`src/rtl/weight_monitor_pkg.sv`:
```
// Shared types and constants for the elevator cab weight monitor.
package weight_pkg;

  typedef enum logic {
    NORMAL   = 1'b0,
    OVERLOAD = 1'b1
  } wstate_t;

  localparam int SYNC_STAGES = 2;
  localparam int ARM_CYCLES  = 3;

  localparam int DEF_CAPACITY   = 5;
  localparam int DEF_WARN_LEVEL = 4;
  localparam int DEF_HYST       = 1;

endpackage

```
`src/rtl/weight_monitor_pulse_sync_edge.sv`:
```
// Synchronises one raw asynchronous sensor and emits a single-cycle pulse per
// rising edge, muted until the arm window after reset has elapsed.
module pulse_sync_edge
  import weight_pkg::*;
(
  input  logic clk,
  input  logic weight_flip_reset,
  input  logic raw,
  output logic pulse
);

  localparam int ARM_W = $clog2(ARM_CYCLES + 1);
  localparam logic [ARM_W-1:0] ARM_DONE = ARM_W'(ARM_CYCLES);

  logic [SYNC_STAGES-1:0] sync_chain;
  logic                   hist;
  logic [ARM_W-1:0]       arm_cnt;
  logic                   armed;

  // History keeps tracking while unarmed so a level already high at release
  // is absorbed instead of looking like a fresh edge once armed.
  always_ff @(posedge clk or posedge weight_flip_reset) begin
    if (weight_flip_reset) begin
      sync_chain <= '0;
      hist       <= 1'b0;
      arm_cnt    <= '0;
    end else begin
      sync_chain <= {sync_chain[SYNC_STAGES-2:0], raw};
      hist       <= sync_chain[SYNC_STAGES-1];
      if (!armed) arm_cnt <= arm_cnt + 1'b1;
    end
  end

  assign armed = (arm_cnt == ARM_DONE);
  assign pulse = armed & sync_chain[SYNC_STAGES-1] & ~hist;

endmodule

```
`src/rtl/weight_monitor.sv`:
```
// Cab occupancy tracker with hysteretic overload flag, near-limit warning and
// door-hold request. Optional persistent-overload alarm: WEIGHT_ALARM_TIMEOUT_EN.
module weight_monitor
  import weight_pkg::*;
#(
  parameter int CW           = 4,
  parameter int CAPACITY     = DEF_CAPACITY,
  parameter int WARN_LEVEL   = DEF_WARN_LEVEL,
  parameter int HYST         = DEF_HYST,
  parameter int ALARM_CYCLES = 1000
) (
  input  logic          clk,
  input  logic          weight_flip_reset,
  input  logic          door,
  input  logic          enter_flip,
  input  logic          exit_flip,
  output logic [CW-1:0] occupancy,
  output logic          near_limit,
  output logic          weight_limit_exceeded,
  output logic          door_hold,
  output logic          alarm
);

  localparam logic [CW-1:0] MAX_COUNT = {CW{1'b1}};
  localparam logic [CW-1:0] CAP_C     = CW'(CAPACITY);
  localparam logic [CW-1:0] RELEASE_C = CW'(CAPACITY - HYST);
  localparam logic [CW-1:0] WARN_C    = CW'(WARN_LEVEL);

  logic    enter_pulse;
  logic    exit_pulse;
  wstate_t state;

  pulse_sync_edge u_enter_sync (
    .clk               (clk),
    .weight_flip_reset (weight_flip_reset),
    .raw               (enter_flip),
    .pulse             (enter_pulse)
  );

  pulse_sync_edge u_exit_sync (
    .clk               (clk),
    .weight_flip_reset (weight_flip_reset),
    .raw               (exit_flip),
    .pulse             (exit_pulse)
  );

  // Simultaneous enter and exit cancel; closed-door events are dropped.
  always_ff @(posedge clk or posedge weight_flip_reset) begin
    if (weight_flip_reset) begin
      occupancy <= '0;
    end else if (door && (enter_pulse ^ exit_pulse)) begin
      if (enter_pulse) begin
        if (occupancy != MAX_COUNT) occupancy <= occupancy + 1'b1;
      end else begin
        if (occupancy != '0) occupancy <= occupancy - 1'b1;
      end
    end
  end

  // Flags are registered from the already-registered count, one cycle behind it.
  always_ff @(posedge clk or posedge weight_flip_reset) begin
    if (weight_flip_reset) begin
      state                 <= NORMAL;
      near_limit            <= 1'b0;
      weight_limit_exceeded <= 1'b0;
      door_hold             <= 1'b0;
    end else begin
      near_limit <= (occupancy >= WARN_C);
      case (state)
        NORMAL: begin
          if (occupancy > CAP_C) begin
            state                 <= OVERLOAD;
            weight_limit_exceeded <= 1'b1;
            door_hold             <= 1'b1;
          end
        end
        OVERLOAD: begin
          if (occupancy <= RELEASE_C) begin
            state                 <= NORMAL;
            weight_limit_exceeded <= 1'b0;
            door_hold             <= 1'b0;
          end
        end
        default: begin
          state                 <= NORMAL;
          weight_limit_exceeded <= 1'b0;
          door_hold             <= 1'b0;
        end
      endcase
    end
  end

`ifdef WEIGHT_ALARM_TIMEOUT_EN
  localparam int AW = $clog2(ALARM_CYCLES + 1);
  localparam logic [AW-1:0] ALARM_C = AW'(ALARM_CYCLES);

  logic [AW-1:0] alarm_cnt;
  logic          leaving;

  assign leaving = (state == OVERLOAD) && (occupancy <= RELEASE_C);

  // Counter is zero on the entry edge, so alarm lands ALARM_CYCLES+1 edges later.
  always_ff @(posedge clk or posedge weight_flip_reset) begin
    if (weight_flip_reset) begin
      alarm_cnt <= '0;
      alarm     <= 1'b0;
    end else if ((state != OVERLOAD) || leaving) begin
      alarm_cnt <= '0;
      alarm     <= 1'b0;
    end else begin
      if (alarm_cnt != ALARM_C) alarm_cnt <= alarm_cnt + 1'b1;
      alarm <= (alarm_cnt == ALARM_C);
    end
  end
`else
  logic unused_alarm_cfg;
  assign unused_alarm_cfg = ^ALARM_CYCLES;
  assign alarm = 1'b0;
`endif

endmodule

```
`config.mk`:
```
export PLATFORM = sky130hd
export DESIGN_NAME = weight_monitor
export DESIGN_NICKNAME = d
export VERILOG_FILES = /design/src/rtl/weight_monitor_pkg.sv /design/src/rtl/weight_monitor_pulse_sync_edge.sv /design/src/rtl/weight_monitor.sv
export SDC_FILE = /design/constraint.sdc
export NUM_CORES = 1
export LEC_CHECK = 0
export CORE_MARGIN = 5
export CORE_UTILIZATION = 50
export DETAILED_ROUTE_END_ITERATION = 7
export MAX_ROUTING_LAYER = met4
export PLACE_DENSITY = 0.73
export SLEW_MARGIN = 20
export SYNTH_ARGS = -nofsm -noshare
export SYNTH_HDL_FRONTEND = slang
export SYNTH_SLANG_ARGS = --single-unit
```
`constraint.sdc`:
```
create_clock -name clk -period 4.25 [get_ports clk]
set_clock_uncertainty 0.05 [all_clocks]
set_input_delay 1.0625 -clock clk [delete_from_list [all_inputs] [get_ports clk]]
set_output_delay 1.0625 -clock clk [all_outputs]
set_load 0.05 [all_outputs]
```
* After elaboration in Yosys (flattened, before gate mapping)
Index checks and enable logic that the tools add are counted. W data, S select, Z words.
Storage, ports and cells: output and inout bits 8, bits of input ports 5, register bits 17
Cells by class: add/subtract/negate cells 4, bitwise operators 8, magnitude comparators 3, reductions and logical operators 5, equal/unequal tests 6, muxes and demuxes 9
Operators with widths (number):
- $mux W4 | 3
- $add A2 B1 Y2 const B | 2
- $add A4 B1 Y4 const B | 1
- $and A1 B1 Y1 | 4
- $eq A2 B2 Y1 const B | 2
- $ge A4 B3 Y1 const B | 1
- $gt A4 B3 Y1 const B | 1
- $le A4 B3 Y1 const B | 1
- $mux W1 | 4
- $ne A2 B1 Y1 const B | 2
- $ne A4 B4 Y1 const B | 1
- $pmux W1 S2 | 2
- $reduce_bool A4 Y1 | 1
- $sub A4 B1 Y4 const B | 1
- $not A1 Y1 | 3
- $reduce_and A3 Y1 | 1
- $ne A2 B2 Y1 const B | 1
- $reduce_and A2 Y1 | 1
- $reduce_bool A2 Y1 | 1
- $logic_and A1 B1 Y1 | 1
- $xor A1 B1 Y1 | 1

* Longest topological paths before layout
Gate-level depths: netlist of run 1.
word-level depth 6, depth in mapped cells 8

* Cells and area by module
Synthesis of run 1 repeated with hierarchy kept, for this count alone.
Second synthesis, totals: cells, all modules 59, area total of the unflattened synthesis 788.3 um2
Modules (own cells, without submodules):
- weight_monitor | times used 1, seq. area each 175.2 um2, cells an instance 39, area each 437.9 um2
- pulse_sync_edge | times used 2, seq. area each 125.1 um2, cells an instance 10, area each 175.2 um2

* Worst setup path after synthesis of run 1
Ideal clock, no wire load.
path type reg-to-output, start point register door_hold (netlist name), end point output port weight_limit_exceeded, required time 3138 ps, arrival time 921 ps, stages on the path, launching flop included 2, path slack 2216 ps, path buffers 1, path through dfrtp_1 buf_4
RTL lines:
- to (decl) | RTL line weight_monitor.sv:19 | output logic weight_limit_exceeded,

* Worst setup path in the final report of run 1
start point register occupancy[0], end point output port occupancy[0]
RTL lines:
- from (decl) | RTL line weight_monitor.sv:17 | output logic [CW-1:0] occupancy,
- from (signal assigned) | RTL line weight_monitor.sv:53 | if (occupancy != MAX_COUNT) occupancy <= occupancy + 1'b1;
- from (signal assigned) | RTL line weight_monitor.sv:55 | if (occupancy != '0) occupancy <= occupancy - 1'b1;
No word-level cell between the ends.

==> flow_metrics.env, run 1 <==
export IMPL_outcome="finished clean"
export IMPL_drv_cap=0
export IMPL_slew_headroom=0.586
export IMPL_ios=13
export IMPL_hold_viol_final=0
export IMPL_critPathKind="reg2out"
export IMPL_ant_nets=0
export IMPL_viasPerCell=5.57
export IMPL_start_util=0.549
export IMPL_worst_slew_pin_slew_ps=620
export IMPL_hold_buffers=0
export IMPL_cp_data_required_time_ps=3140
export IMPL_grt_max_degree=18
export IMPL_r2r_start="u_enter_sync.arm_cnt[0]"
export IMPL_hold_path_endpoint="u_exit_sync.sync_chain[1]"
export IMPL_io_buffers=11
export IMPL_path_cells="clkdlybuf4s50_1"
export IMPL_synth_async_reset_ratio=1.00
export IMPL_rsz0062_at_grt="false"
export IMPL_cts_sinks=17
export IMPL_fin_crit_sh=0.661
export IMPL_clkTransAtPathRegs_ps=110
export IMPL_dieArea_um2=2350
export IMPL_yosysSeqAreaShare=0.574
export IMPL_cts_buffer_depth=2
export IMPL_synth_top_flop_cell="dfrtp_1"
export IMPL_r2r_cells=8
export IMPL_placed_area_um2=855
export IMPL_syn_inst=56
export IMPL_drive_gt1_frac=0.174
export IMPL_utilization=0.653
export IMPL_whs_path_depth=0
export IMPL_rows=13
export IMPL_cts_buffers=3
export IMPL_start_kind="flop"
export IMPL_critPathMaxFanout=8
export IMPL_dr_pass1_iters=4
export IMPL_ff2ff_setup_slack_ps=2190
export IMPL_ys_ff_latch=17
export IMPL_fp_coreArea_um2=1350
export IMPL_yosys_warnings=0
export IMPL_ir_drop_mv=0.291
export IMPL_max_stage_delay_ps=860
export IMPL_setup_violations=0
export IMPL_clock_fmax_mhz=356
export IMPL_grt_pass1_vias=453
export IMPL_synth_nets=66
export IMPL_gp_congestion=0.738
export IMPL_fp_dieH_um=48.5
export IMPL_cts_tree="done"
export IMPL_hp_class="reg2reg"
export IMPL_overflow=0
export IMPL_wl_mm=1.20
export IMPL_crit_path_top_delay_cell="clkdlybuf4s50_1"
export IMPL_areaGrowthSynthToFinish_pct=19.1
export IMPL_cts_htree_levels=1
export IMPL_final_cell_mix="17 x dfrtp_1, 11 x clkdlybuf4s50_1, 4 x xnor2_1, 4 x mux2_2, 4 x ha_1"
export IMPL_maxSlewViolCount=0
export IMPL_crit_buf_inv=1
export IMPL_hpwl_um=881
export IMPL_r2r_end="occupancy[3]"
export IMPL_antenna_found_initial=0
export IMPL_drt_initial_drc_count=4
export IMPL_clk_insertion_delay_late_ps=310
export IMPL_ctsResizeCount=0
export IMPL_power_leakage_nw=0.373
export IMPL_grt_usage=0.115
export IMPL_tns_ps=0
export IMPL_diodes=0
export IMPL_post_cts_buffers=0
export IMPL_p_per_area_nw_per_um2=743
export IMPL_synth_area_per_cell_um2=13.2
export IMPL_critPathCaptureType="primary output"
export IMPL_synth_edf_count=0
export IMPL_route_detailed_drc=0
export IMPL_hp_start="u_exit_sync.sync_chain[0]"
export IMPL_grt_pass1_wl_mm=2.08
export IMPL_die_w_um=48.5
export IMPL_worstPathArrival_ps=1700
export IMPL_design_area_um2=882
export IMPL_netlist_area_um2=741
export IMPL_crit_family="buffers and inverters"
export IMPL_wire_per_inst_um=14.3
export IMPL_cts_root_buf="clkbuf_4"
export IMPL_ys_types=26
export IMPL_dr_total_vias=468
export IMPL_final_common_cell="dfrtp_1"
export IMPL_min_period_ps=2810
export IMPL_final_nets=80
[Yosys cell counts (2+ instances only)]
library cell   n  area, um^2
a21oi_1        2        10.0
and3_1         2        12.5
buf_4          2        15.0
dfrtp_1       17         425
ha_1           4        50.1
inv_1          3        11.3
mux2_2         4        45.0
xnor2_1        4        35.0
[stage by stage]
step / instances / total power, mW / setup WS (ps) / hold WS (ps)
2_1_floorplan: 56 / 0.471 / 2220 / 281
3_3_place_gp: 80 / 0.558 / 1800 / 285
3_5_place_dp: 80 / 0.570 / 1780 / 291
4_1_cts: 84 / 0.658 / 1450 / 315
5_1_grt: 84 / 0.692 / 1390 / 329
6_report: 84 / 0.655 / 1440 / 315
[cell families (layout without fill, tap and decap cells)]
group           count (synthesis)  after routing  share of synthesized area
other cells                     1              1                    0.00506
compound gates                  9              9                     0.0862
fa+ha+maj                       5              5                     0.0946
simple gates                   10             10                     0.0845
xor+xnor                        5              5                     0.0591
flops                          17             17                      0.574
buf+inv                         5             18                     0.0355
mux                             4              4                     0.0608
[per-layer routing]
metal / global-route usage / wire length [um] / vias up
li1: - / - / 219
met1: 0.144 / 499 / 230
met2: 0.167 / 574 / 16
met3: 0.0367 / 98 / 3
met4: 0.0538 / 27 / 0
met5: - / 0 / -
[worst max-delay path by stage]
stage,start,end,cells after the start
5_1_grt,occupancy[0],occupancy[0],1
3_3_place_gp,occupancy[0],occupancy[0],1
6_report,occupancy[0],occupancy[0],1
2_1_floorplan,door_hold,weight_limit_exceeded,1
3_5_place_dp,occupancy[0],occupancy[0],1
4_1_cts,occupancy[0],occupancy[0],1
[cell type report]
cell class	instances	area [um^2]
Fill cell	113	468
Sequential cell	17	425
Multi-Input combinational cell	34	289
Timing Repair Buffer	11	110
Clock buffer	3	22.5
Tap cell	15	18.8
Inverter	3	11.3
Clock inverter	1	5.00
[power breakdown]
part | leakage, nW | total [mW] | switching, mW | internal [mW]
sequential | 0.185 | 0.254 | 0.0561 | 0.198
clock | 0.0177 | 0.0908 | 0.0556 | 0.0352
combinational | 0.170 | 0.310 | 0.188 | 0.122
[state kept, by name (all words and copies together) (netlist names)]
register                 cells
near_limit                   1
door_hold                    1
occupancy                    4
u_exit_sync.hist             1
u_enter_sync.arm_cnt         2
u_enter_sync.hist            1
u_exit_sync.arm_cnt          2
u_exit_sync.sync_chain       2
u_enter_sync.sync_chain      2
state                        1
No activity file was read; power rests on OpenSTA's default activity.
==> run 2, diff against run 1 <==
--- a/config.mk
+++ b/config.mk
@@ -6,10 +6,10 @@
 export NUM_CORES = 1
 export LEC_CHECK = 0
 export CORE_MARGIN = 5
-export CORE_UTILIZATION = 50
+export CORE_UTILIZATION = 49
 export DETAILED_ROUTE_END_ITERATION = 7
 export MAX_ROUTING_LAYER = met4
-export PLACE_DENSITY = 0.73
+export PLACE_DENSITY = 0.72
 export SLEW_MARGIN = 20
 export SYNTH_ARGS = -nofsm -noshare
 export SYNTH_HDL_FRONTEND = slang
==> constraint.sdc (replaced) <==
create_clock -name clk -period 2.9 [get_ports clk]
set_clock_uncertainty 0.05 [all_clocks]
set_input_delay 0.725 -clock clk [delete_from_list [all_inputs] [get_ports clk]]
set_output_delay 0.725 -clock clk [all_outputs]
set_load 0.05 [all_outputs]
==> flow_metrics.env, run 2 (same netlist as run 1, synthesis figures left out) <==
export IMPL_cts_htree_levels=1
export IMPL_tns_ps=0
export IMPL_hold_buffers=0
export IMPL_whs_path_depth=0
export IMPL_maxSlewViolCount=0
export IMPL_wire_per_inst_um=11.7
export IMPL_cts_sinks=17
export IMPL_post_cts_buffers=0
export IMPL_cts_tree="done"
export IMPL_io_buffers=11
export IMPL_areaGrowthSynthToFinish_pct=19.3
export IMPL_ff2ff_setup_slack_ps=860
export IMPL_final_nets=80
export IMPL_setup_violations=0
export IMPL_final_common_cell="dfrtp_1"
export IMPL_grt_max_degree=18
export IMPL_critPathCaptureType="primary output"
export IMPL_gp_congestion=0.744
export IMPL_regMostFlops="occupancy"
export IMPL_p_per_area_nw_per_um2=1060
export IMPL_drive_gt1_frac=0.174
export IMPL_start_kind="flop"
export IMPL_grt_pass1_wl_mm=1.80
export IMPL_slew_headroom=0.596
export IMPL_ir_drop_mv=0.622
export IMPL_power_leakage_nw=0.373
export IMPL_hp_class="reg2reg"
export IMPL_rows=14
export IMPL_overflow=0
export IMPL_outcome="finished clean"
export IMPL_fin_cells=85
export IMPL_fp_dieH_um=48.9
export IMPL_dieArea_um2=2390
export IMPL_min_period_ps=2450
export IMPL_crit_path_top_delay_cell="clkdlybuf4s50_1"
export IMPL_cts_buffers=3
export IMPL_max_stage_delay_ps=870
export IMPL_worstPathArrival_ps=1680
export IMPL_die_w_um=48.9
export IMPL_worst_slew_pin_slew_ps=605
export IMPL_clkTransAtPathRegs_ps=100
export IMPL_ant_nets=0
export IMPL_ctsResizeCount=0
export IMPL_route_detailed_drc=0
export IMPL_grt_pass1_vias=427
export IMPL_drt_initial_drc_count=3
export IMPL_dr_total_vias=444
export IMPL_hold_viol_final=0
export IMPL_viasPerCell=5.22
export IMPL_fin_crit_sh=0.846
export IMPL_wl_um=994
export IMPL_r2r_start="u_enter_sync.arm_cnt[0]"
export IMPL_placed_cells=81
export IMPL_ios=13
export IMPL_drv_cap=0
export IMPL_r2r_end="occupancy[3]"
export IMPL_clock_fmax_mhz=408
export IMPL_grt_usage=0.0993
export IMPL_cp_data_required_time_ps=2120
export IMPL_critPathKind="reg2out"
export IMPL_hp_start="u_exit_sync.sync_chain[0]"
export IMPL_hpwl_um=777
export IMPL_antenna_found_initial=0
export IMPL_hold_path_endpoint="u_exit_sync.sync_chain[1]"
export IMPL_clk_insertion_delay_late_ps=280
export IMPL_cts_buffer_depth=2
export IMPL_crit_family="buffers and inverters"
export IMPL_cts_root_buf="clkbuf_4"
export IMPL_rsz0062_at_grt="false"
export IMPL_r2r_cells=8
export IMPL_diodes=0
export IMPL_path_cells="clkdlybuf4s50_1"
export IMPL_critPathMaxFanout=8
export IMPL_largest_reg_flops=4
export IMPL_start_util=0.503
export IMPL_fp_coreArea_um2=1470
export IMPL_crit_buf_inv=1
export IMPL_final_cell_mix="17 x dfrtp_1, 11 x clkdlybuf4s50_1, 4 x xnor2_1, 4 x mux2_2, 4 x ha_1"
export IMPL_dr_pass1_iters=2
export IMPL_crit_start="occupancy[0]"
## run 2: worst max-delay path by stage
stage / cells after the start / slack, ps / endpoint
after global placement: 1 / 790 / occupancy[0]
after global routing: 1 / 380 / occupancy[0]
after detailed placement: 1 / 770 / occupancy[0]
final: 1 / 450 / occupancy[0]
after CTS: 1 / 440 / occupancy[0]
after floorplan: 8 / 1000 / occupancy[3]
## run 2: power breakdown
| group | total (mW) | internal, mW | leakage (nW) | switching [mW] |
|---|---|---|---|---|
| sequential | 0.370 | 0.291 | 0.185 | 0.0795 |
| combinational | 0.439 | 0.175 | 0.170 | 0.264 |
| clock | 0.124 | 0.0512 | 0.0177 | 0.0729 |
| total | 0.933 | 0.517 | 0.373 | 0.417 |
## run 2: final cells by class
class	count	area, um^2
clock inverters	1	5.00
multi-input cells	34	289
clock buffers	3	22.5
inverters	3	11.3
repair buffers	11	110
flip-flops and latches	17	425
fillers	128	588
well taps	16	20.0
## run 2: stage by stage
stage / hold WS (ps) / worst slack, ps / cell area, um^2 / utilization / total power, mW
2_1_floorplan: 281 / 1000 / 741 / - / 0.691
3_3_place_gp: 289 / 792 / 856 / 0.582 / 0.816
3_5_place_dp: 292 / 769 / 856 / 0.582 / 0.822
4_1_cts: 313 / 442 / 883 / 0.600 / 0.947
5_1_grt: 330 / 375 / 883 / 0.600 / 1.00
6_report: 310 / 447 / 883 / 0.600 / 0.933
## run 2: metal layers
metal  track usage  wire length (um)  share of wire  up-vias
met5             -                 0              0        -
met1         0.124               431           0.43      210
met3        0.0183                81          0.081        2
met2         0.152               466           0.47       14
met4        0.0538                13          0.013        0
li1              -                 -              -      218
==> run 3, diff against run 2 <==
--- a/config.mk
+++ b/config.mk
@@ -6,10 +6,10 @@
 export NUM_CORES = 1
 export LEC_CHECK = 0
 export CORE_MARGIN = 5
-export CORE_UTILIZATION = 49
+export CORE_UTILIZATION = 44
 export DETAILED_ROUTE_END_ITERATION = 7
 export MAX_ROUTING_LAYER = met4
-export PLACE_DENSITY = 0.72
+export PLACE_DENSITY = 0.68
 export SLEW_MARGIN = 20
 export SYNTH_ARGS = -nofsm -noshare
 export SYNTH_HDL_FRONTEND = slang
==> constraint.sdc (replaced) <==
create_clock -name clk -period 2 [get_ports clk]
set_clock_uncertainty 0.05 [all_clocks]
set_input_delay 0.5 -clock clk [delete_from_list [all_inputs] [get_ports clk]]
set_output_delay 0.5 -clock clk [all_outputs]
set_load 0.05 [all_outputs]
==> flow_metrics.env, run 3 (same netlist as run 1, synthesis figures left out) <==
export IMPL_rows=14
export IMPL_p_per_area_nw_per_um2=1530
export IMPL_overflow=0
export IMPL_clkPwrFrac=0.134
export IMPL_fp_dieH_um=51.0
export IMPL_critPathKind="reg2reg"
export IMPL_placed_cells=83
export IMPL_gp_congestion=0.769
export IMPL_maxSlewViolCount=0
export IMPL_p_sw_mw=0.632
export IMPL_clk_insertion_delay_late_ps=290
export IMPL_grt_pass1_wl_mm=2.13
export IMPL_cts_root_buf="clkbuf_4"
export IMPL_drv_cap=0
export IMPL_largest_reg_flops=4
export IMPL_hp_class="reg2reg"
export IMPL_dieArea_um2=2600
export IMPL_die_w_um=51.0
export IMPL_wire_per_inst_um=14.1
export IMPL_final_nets=83
export IMPL_grt_usage=0.116
export IMPL_utilization=0.572
export IMPL_total_power_mw=1.37
export IMPL_setup_violations=0
export IMPL_holdWs_ps=313
export IMPL_cts_sinks=17
export IMPL_hold_viol_final=0
export IMPL_outcome="finished clean"
export IMPL_start_kind="flop"
export IMPL_hold_buffers=0
export IMPL_ant_nets=0
export IMPL_drive_gt1_frac=0.333
export IMPL_cts_htree_levels=1
export IMPL_comb_power_share=0.466
export IMPL_cts_buffer_depth=2
export IMPL_fp_coreArea_um2=1560
export IMPL_min_period_ps=1910
export IMPL_fin_crit_sh=0.955
export IMPL_ir_drop_mv=0.825
export IMPL_diodes=0
export IMPL_clkTransAtPathRegs_ps=100
export IMPL_worstPathArrival_ps=2080
export IMPL_critPathCaptureType="flop"
export IMPL_rsz0062_at_grt="false"
export IMPL_switching_share=0.463
export IMPL_critPathMaxFanout=3
export IMPL_nFillCells=135
export IMPL_cp_data_required_time_ps=2170
export IMPL_areaGrowthSynthToFinish_pct=20.4
export IMPL_cts_tree="done"
export IMPL_dr_total_vias=478
export IMPL_grt_pass1_vias=446
export IMPL_final_cell_mix="17 x dfrtp_1, 10 x buf_4"
export IMPL_final_common_cell="dfrtp_1"
export IMPL_tns_ps=0
export IMPL_regMostFlops="occupancy"
export IMPL_dr_pass1_iters=2
export IMPL_ios=13
export IMPL_drt_initial_drc_count=4
export IMPL_start_util=0.475
export IMPL_grt_max_degree=18
export IMPL_hpwl_um=851
export IMPL_power_leakage_nw=0.392
export IMPL_antenna_found_initial=0
export IMPL_route_detailed_drc=0
export IMPL_fin_cells=88
export IMPL_p_int_mw=0.734
export IMPL_power_frac_seq=0.400
export IMPL_cts_buffers=3
export IMPL_clock_fmax_mhz=523
export IMPL_io_buffers=11
export IMPL_viasPerCell=5.43
export IMPL_wl_mm=1.24
## run 3: final timing paths
kind,endpoint,slack [ps],cells after the start,startpoint
worst max-delay path,occupancy[3],90,8,u_enter_sync.arm_cnt[0]
max in group asynchronous,near_limit,1260,3,weight_flip_reset
worst min-delay path,u_exit_sync.sync_chain[1],310,0,u_exit_sync.sync_chain[0]
worst min register to register,u_exit_sync.sync_chain[1],310,0,u_exit_sync.sync_chain[0]
min in group asynchronous,u_exit_sync.sync_chain[0],460,3,weight_flip_reset
worst max register to register,occupancy[3],90,8,u_enter_sync.arm_cnt[0]
## run 3: critical path, stage by stage, from the launching register on
cell and delay, ps:
dfrtp_1 400, ha_1 220, and3b_2 230, inv_2 80
ha_1 270, a21oi_2 160, a21boi_0 90, a22oi_1 210
xnor2_1 130
## run 3: area by class of cell
type | instances | area [um^2] | share of cell area
timing repair buffer | 14 | 115 | 0.129
inverter | 3 | 11.3 | 0.0126
clock inverter | 1 | 5.00 | 0.00561
clock buffer | 3 | 22.5 | 0.0252
tap | 16 | 20.0 | 0.0224
sequential | 17 | 425 | 0.477
multi-input combinational | 34 | 293 | 0.328
## run 3: what timing repair did
item                                    4_1_cts  5_1_grt
buffers inserted                              0        1
endpoints found under the setup margin        0        1
gates resized for setup                       0        2
## run 3: routing by layer
metal  vias to the layer above  global-route usage  part of all wire
li1                        224                   -                 -
met5                         -                   -                 0
met3                         2              0.0378             0.075
met2                        15               0.163              0.45
met4                         0              0.0538            0.0097
met1                       237               0.151              0.47
## run 3: power groups by stage
stage | clock network (mW) | logic (mW) | registers (mW)
after global routing | 0.206 | 0.673 | 0.566
after detailed placement | 0 | 0.626 | 0.556
after floorplan | 0 | 0.264 | 0.737
after CTS | 0.190 | 0.628 | 0.549
final | 0.183 | 0.636 | 0.546
after global placement | 0 | 0.619 | 0.550
## run 3: through the flow
stage	area, um^2	setup slack, ps
floorplan	741	102
global placement	853	80.4
detailed placement	853	52.1
CTS	881	10.8
global route	892	0.333
finish	892	89.1
